$ cat config.mk
export PLATFORM = sky130hd
export DESIGN_NAME = video_mode_ctrl
export DESIGN_NICKNAME = d
export VERILOG_FILES = /design/src/rtl/video_mode_ctrl.sv
export SDC_FILE = /design/constraint.sdc
export NUM_CORES = 1
export LEC_CHECK = 0
export CAP_MARGIN = 20
export CORE_MARGIN = 3
export CORE_UTILIZATION = 45
export DETAILED_ROUTE_END_ITERATION = 8
export SYNTH_ARGS = -nofsm -noshare
export SYNTH_HDL_FRONTEND = slang
export SYNTH_SLANG_ARGS = --single-unit
$ cat constraint.sdc
create_clock -name clk -period 3.2 [get_ports clk]
set_input_delay 0.8 -clock clk [delete_from_list [all_inputs] [get_ports clk]]
set_output_delay 0.8 -clock clk [all_outputs]
set_load 0.01 [all_outputs]
$ cat src/rtl/video_mode_ctrl.sv
// rtl/video_mode_ctrl.sv - front-panel mode/brightness controller
// Debounced key presses edit shadow registers that commit at vsync start.
module video_mode_ctrl #(
  parameter int DEBOUNCE_CYCLES  = 250000,
  parameter int NUM_MODES        = 8,
  parameter int LEVEL_RESET      = 4,
  parameter bit VSYNC_ACTIVE_LOW = 1'b1
) (
  input  logic       clk,
  input  logic       reset,
  input  logic [3:0] keys_n,
  input  logic       sw_override,
  input  logic [3:0] sw_func,
  input  logic       vsync,
  output logic [3:0] func,
  output logic [2:0] level,
  output logic       pending,
  output logic       commit
);

  localparam int            CW         = (DEBOUNCE_CYCLES > 1) ? $clog2(DEBOUNCE_CYCLES) : 1;
  localparam logic [CW-1:0] CNT_MAX    = CW'(DEBOUNCE_CYCLES - 1);
  localparam logic [3:0]    MODE_MAX   = 4'(NUM_MODES - 1);
  localparam logic [2:0]    LEVEL_INIT = 3'(LEVEL_RESET);
  localparam logic          VS_IDLE    = VSYNC_ACTIVE_LOW;

  logic [3:0]    r_sync1, r_sync2, r_db, r_db_d, r_press;
  logic [CW-1:0] r_cnt [4];
  logic [3:0]    r_mode_sh, r_mode_c, r_func;
  logic [2:0]    r_level_sh, r_level_c;
  logic          r_pending, r_commit, r_vs_prev, r_vs_start;
  logic [3:0]    w_mode_nxt;
  logic [2:0]    w_level_nxt;
  logic          w_vs_asserted, w_prev_asserted;

  // Per-key 2-FF synchronizer, debounce counter and press-edge detect
  always_ff @(posedge clk) begin
    if (!reset) begin
      r_sync1 <= '1;
      r_sync2 <= '1;
      r_db    <= '1;
      r_db_d  <= '1;
      r_press <= '0;
      for (int i = 0; i < 4; i++) r_cnt[i] <= '0;
    end else begin
      r_sync1 <= keys_n;
      r_sync2 <= r_sync1;
      r_db_d  <= r_db;
      r_press <= r_db_d & ~r_db;
      for (int i = 0; i < 4; i++) begin
        if (r_sync2[i] == r_db[i]) begin
          r_cnt[i] <= '0;
        end else if (r_cnt[i] == CNT_MAX) begin
          r_db[i]  <= ~r_db[i];
          r_cnt[i] <= '0;
        end else begin
          r_cnt[i] <= r_cnt[i] + CW'(1);
        end
      end
    end
  end

  // Opposing presses in the same cycle cancel; saturating level, wrapping mode
  always_comb begin
    w_mode_nxt  = r_mode_sh;
    w_level_nxt = r_level_sh;
    if (r_press[0] && !r_press[1])
      w_mode_nxt = (r_mode_sh == MODE_MAX) ? 4'd0 : r_mode_sh + 4'd1;
    else if (r_press[1] && !r_press[0])
      w_mode_nxt = (r_mode_sh == 4'd0) ? MODE_MAX : r_mode_sh - 4'd1;
    if (r_press[2] && !r_press[3])
      w_level_nxt = (r_level_sh == 3'd7) ? 3'd7 : r_level_sh + 3'd1;
    else if (r_press[3] && !r_press[2])
      w_level_nxt = (r_level_sh == 3'd0) ? 3'd0 : r_level_sh - 3'd1;
  end

  assign w_vs_asserted   = (vsync != VS_IDLE);
  assign w_prev_asserted = (r_vs_prev != VS_IDLE);

  // Commit samples the shadow before any same-cycle update lands
  always_ff @(posedge clk) begin
    if (!reset) begin
      r_mode_sh  <= '0;
      r_mode_c   <= '0;
      r_level_sh <= LEVEL_INIT;
      r_level_c  <= LEVEL_INIT;
      r_pending  <= 1'b0;
      r_commit   <= 1'b0;
      r_vs_prev  <= VS_IDLE;
      r_vs_start <= 1'b0;
      r_func     <= '0;
    end else begin
      r_vs_prev  <= vsync;
      r_vs_start <= w_vs_asserted && !w_prev_asserted;
      r_mode_sh  <= w_mode_nxt;
      r_level_sh <= w_level_nxt;
      r_commit   <= r_vs_start && r_pending;
      if (r_vs_start && r_pending) begin
        r_mode_c  <= r_mode_sh;
        r_level_c <= r_level_sh;
      end
      r_pending <= (r_mode_sh != r_mode_c) || (r_level_sh != r_level_c);
      r_func    <= sw_override ? sw_func : r_mode_c;
    end
  end

  assign func    = r_func;
  assign level   = r_level_c;
  assign pending = r_pending;
  assign commit  = r_commit;

endmodule

Word level (Yosys, flattened, before mapping)
Memories as Yosys holds them, arrays and structs flattened.
Index checks and enable logic that the tools add are counted.
{"block": "totals", "wordCells": 146, "ram_bits": 72, "ff_bits": 42, "n_memories": 1}
{"block": "op_classes", "bitwise_logic": 23, "mux": 66, "n_reduce_logical": 19, "addsub": 8, "eq_ne": 12}
{"name": "r_cnt", "depth": 4, "width": 18, "rd": 4, "rd_clocked_by_memory_dff": 0, "wr": 4, "line_no": "28", "source": "logic [CW-1:0] r_cnt [4];"}
{"op": "$mux 18", "n": 12}
{"op": "$add 18x1->18 const B", "n": 4}
{"op": "$eq 18x18->1 const B", "n": 4}
{"op": "$mux 1", "n": 45}
{"op": "$mux 4", "n": 5}
{"op": "$mux 3", "n": 4}
{"op": "$or 1x1->1", "n": 12}
{"op": "$not 1->1", "n": 9}
{"op": "$reduce_and 2->1", "n": 4}
{"op": "$logic_and 1x1->1", "n": 6}
{"op": "$add 4x1->4 const B", "n": 1}
{"op": "$and 4x4->4", "n": 1}
{"op": "$eq 1x1->1", "n": 4}
{"op": "$eq 4x3->1 const B", "n": 1}
{"op": "$logic_not 1->1", "n": 4}
{"op": "$logic_not 4->1", "n": 1}
{"op": "$ne 4x4->1", "n": 1}
{"op": "$not 4->4", "n": 1}
{"op": "$reduce_bool 2->1", "n": 2}
{"op": "$sub 4x1->4 const B", "n": 1}
{"op": "$add 3x1->3 const B", "n": 1}
{"op": "$eq 3x3->1 const B", "n": 1}
{"op": "$logic_not 3->1", "n": 1}
{"op": "$ne 3x3->1", "n": 1}
{"op": "other kinds (2)", "n": 2}

Depth between registers and ports, before layout
{"block": "depth", "word_depth": 7, "depth_mapped": 7}

Worst setup path after synthesis
OpenSTA, ideal clock, no wires.
{"block": "synth_path", "path_type": "register to register", "start": "mem r_cnt[3][4] (netlist bit)", "end": "mem r_cnt[3][9] (netlist bit), data pin", "t_arrival_ns": 1.937, "slack_ns": 1.009, "setup_ns": 0.254, "path_buffers": 1, "t_required_ns": 2.946, "path_stages_with_launch": 6, "path_cell_list": "edfxtp_1 -> or4_1 -> or4_4 -> o211ai_4 -> buf_8 -> nor2_1"}
{"element": "start: declaration", "line_no": "28"}

==> results.tsv <==
metric	value	unit
skew	0.00464	ns
cts_resized	0	
grt_max_degree	21	
final_area	0.00694	sq mm
r2r_setup_slack	0.86	ns
reg2reg_to	r_cnt[3][5]$_SDFFCE_PN0P_	
layout_commonest_cell	nor2_1	
hold_path.startpoint	r_sync1[1]$_SDFF_PN1_	
io_pins	21	
finalHoldViolations	0	
start_util	46.5	%
hold_depth	1	
drc	0	
coreArea	0.0121	sq mm
rr_worst_depth	4	
die_w	118	um
cts_hold_buffers	0	
syn_area	0.00563	sq mm
cts_tree	yes	
post-route-period-util	73.1	%
post_drt_wl_per_cell	11.8	um
p_int	3.07	mW
grt_first_pass_wirelength	17200	um
power.switching	0.743	mW
post-route-util	57.3	%
num_antenna_cells	0	
nets	679	
track_usage	15.2	%
tightest_slew	0.687	ns
fin_ws	0.859	ns
numCtsBuffers	17	
synth_edf_count	72	
seq_area_frac_synth	53.3	%
area_growth	23.2	%
status	completed	
finalSetupViolations	0	
ys_seq_elements	114	
cp_slowest_cell	or4_4	
largest_reg_flops	72	
syn_inst	556	
grt_pass1_vias	3814	
power_frac_comb	3.3	%
gr-usage-met1	19.5	%
power.density	549	mW/mm^2
die_height	118	um
path_class	register to register	
ys_warn_count	0	
postSynthAreaPerCell	10.1	sq um
largest-register	r_cnt	
clkPwrFrac	53.2	%
setup_tns	0	ns
dp_hpwl	7020	um
antenna_found_initial	0	
grt_overflow_total	0	
mostFrequentLayoutCells	99 x nor2_1, 72 x edfxtp_1, 72 x conb_1	
postCtsSetupRepairBufs	0	
cts.sinks	114	
clkTransAtPathRegs	0.05	ns
cts_root_buf	clkbuf_16	
rows	40	
async_reset_ff_share	0	%
io_buffers	20	
worstPathArrival	2.48	ns
min_to	r_sync2[1]$_SDFF_PN1_	
hp-class	register to register	
maxCapViolCount	0	
grt_util_met2	23.5	%
antenna_left	0	
p_leak	2.52	nW
end_kind	register	
first_pass_iters	5	
die_area	0.0139	sq mm
instances_no_fill	836	
drive_gt1_share	6.89	%
p_seq_share	43.6	%
rsz0062_at_grt	no	
drt-initial-drc-count	211	
max_slew_margin	53.7	%
gp_congestion	0.773	
max_stage_delay	0.55	ns
dp.cells	804	
swShare	19.5	%
placed_area	0.00627	sq mm
pre_cts_slack	0.831	ns
crit_fanout	18	
top_usage_layer	met2	
clockBufferDepth	2	
crit_path_start_kind	register	
max_clock_freq	427	MHz
peakVddDrop	269	uV
synth_top_flop_cell	edfxtp_1	
via_count	4049	
vias_per_cell	4.84	
r2r-start	r_cnt[3][5]$_SDFFCE_PN0P_	
drt-total-wl	9850	um
fin_crit	2.34	ns
grt_use_met3	4.32	%
crit_chain	or4_1 > or4_4 > o211ai_4 > nor2_1	
htreeDepth	4	
crit_required	3.34	ns
ys_types	50	
clk_latency	0.41	ns
maxSlewViolCount	0	
==> stage by stage <==
step / hold WS (ns) / total power, mW
4_1_cts: 0.405 / 3.86
3_3_place_gp: 0.390 / 1.81
6_report: 0.403 / 3.81
3_5_place_dp: 0.392 / 1.81
5_1_grt: 0.424 / 3.96
2_1_floorplan: 0.386 / 1.77
==> critical path: cells and delay by family (launching register included) <==
family / cells / cell delay [ns]
AND/OR/NAND/NOR: 3 / 1.17
flip-flops: 1 / 0.45
AO/OA/AOI/OAI: 1 / 0.44
==> power by group through the flow <==
stage / clock network (mW) / registers, mW / logic [mW]
after floorplan: 0 / 1.68 / 0.0925
after global placement: 0 / 1.69 / 0.122
after detailed placement: 0 / 1.69 / 0.122
after CTS: 2.08 / 1.66 / 0.124
after global routing: 2.15 / 1.67 / 0.142
final: 2.03 / 1.66 / 0.124
==> cells in the mapped netlist, types with 3 or more instances <==
master	count	share of area, %
nand2_1	27	1.8
xnor2_1	53	8.2
mux2i_1	6	1.1
ha_1	12	2.7
a211oi_1	3	0.40
o21ai_0	7	0.62
nand4_1	21	2.3
or4_1	5	0.67
dfxtp_1	42	15
or2_2	3	0.33
edfxtp_1	72	38
nand3_1	32	2.8
nor3_1	14	1.2
nor2_1	99	6.6
and3_1	4	0.44
nand2b_1	16	1.8
o31ai_1	3	0.40
xor2_1	18	2.8
inv_1	31	2.1
a21oi_1	16	1.4
clkbuf_1	13	0.87
nor4_1	25	2.8
==> per-layer routing <==
layer | part of all wire [%] | routed length, um
met1 | 49 | 4790
met2 | 46 | 4500
met3 | 3.4 | 337
met4 | 2.2 | 216
met5 | 0 | 0
==> layout make-up <==
cell class,count,area (sq um)
clock buffer,27,619
fill,1075,5170
timing repair buffer,25,238
multi-input combinational,466,2700
sequential,114,3000
tap,168,210
inverter,31,116
clock inverter,5,50.0
==> cells by family (layout without fill, tap and decap cells) <==
group                    after synthesis  count (layout)  synth area share [%]
AO/OA/AOI/OAI                         45              45                  5.53
XOR/XNOR                              71              71                  11.0
adder cells (fa/ha/maj)               12              12                  2.67
buffers and inverters                 47              88                  3.40
flip-flops                           114             114                  53.3
multiplexers                           7               7                  1.27
other                                  1              72                0.0666
AND/OR/NAND/NOR                      259             259                  22.7
==> worst max path at each step <==
| stage | to | slack, ns | cells past startpoint | start |
|---|---|---|---|---|
| final | r_cnt[3][5]$_SDFFCE_PN0P_ | 0.86 | 4 | r_cnt[3][5]$_SDFFCE_PN0P_ |
| after global routing | r_cnt[2][5]$_SDFFCE_PN0P_ | 0.68 | 5 | r_cnt[2][0]$_SDFFCE_PN0P_ |
| after CTS | r_cnt[3][5]$_SDFFCE_PN0P_ | 0.83 | 4 | r_cnt[3][5]$_SDFFCE_PN0P_ |
| after detailed placement | r_cnt[2][17]$_SDFFCE_PN0P_ | 0.83 | 6 | reset |
| after global placement | r_cnt[2][13]$_SDFFCE_PN0P_ | 0.86 | 6 | reset |
| after floorplan | r_cnt[3][9]$_SDFFCE_PN0P_ | 1.01 | 5 | r_cnt[3][4]$_SDFFCE_PN0P_ |
(Power assumes the default switching activity.)
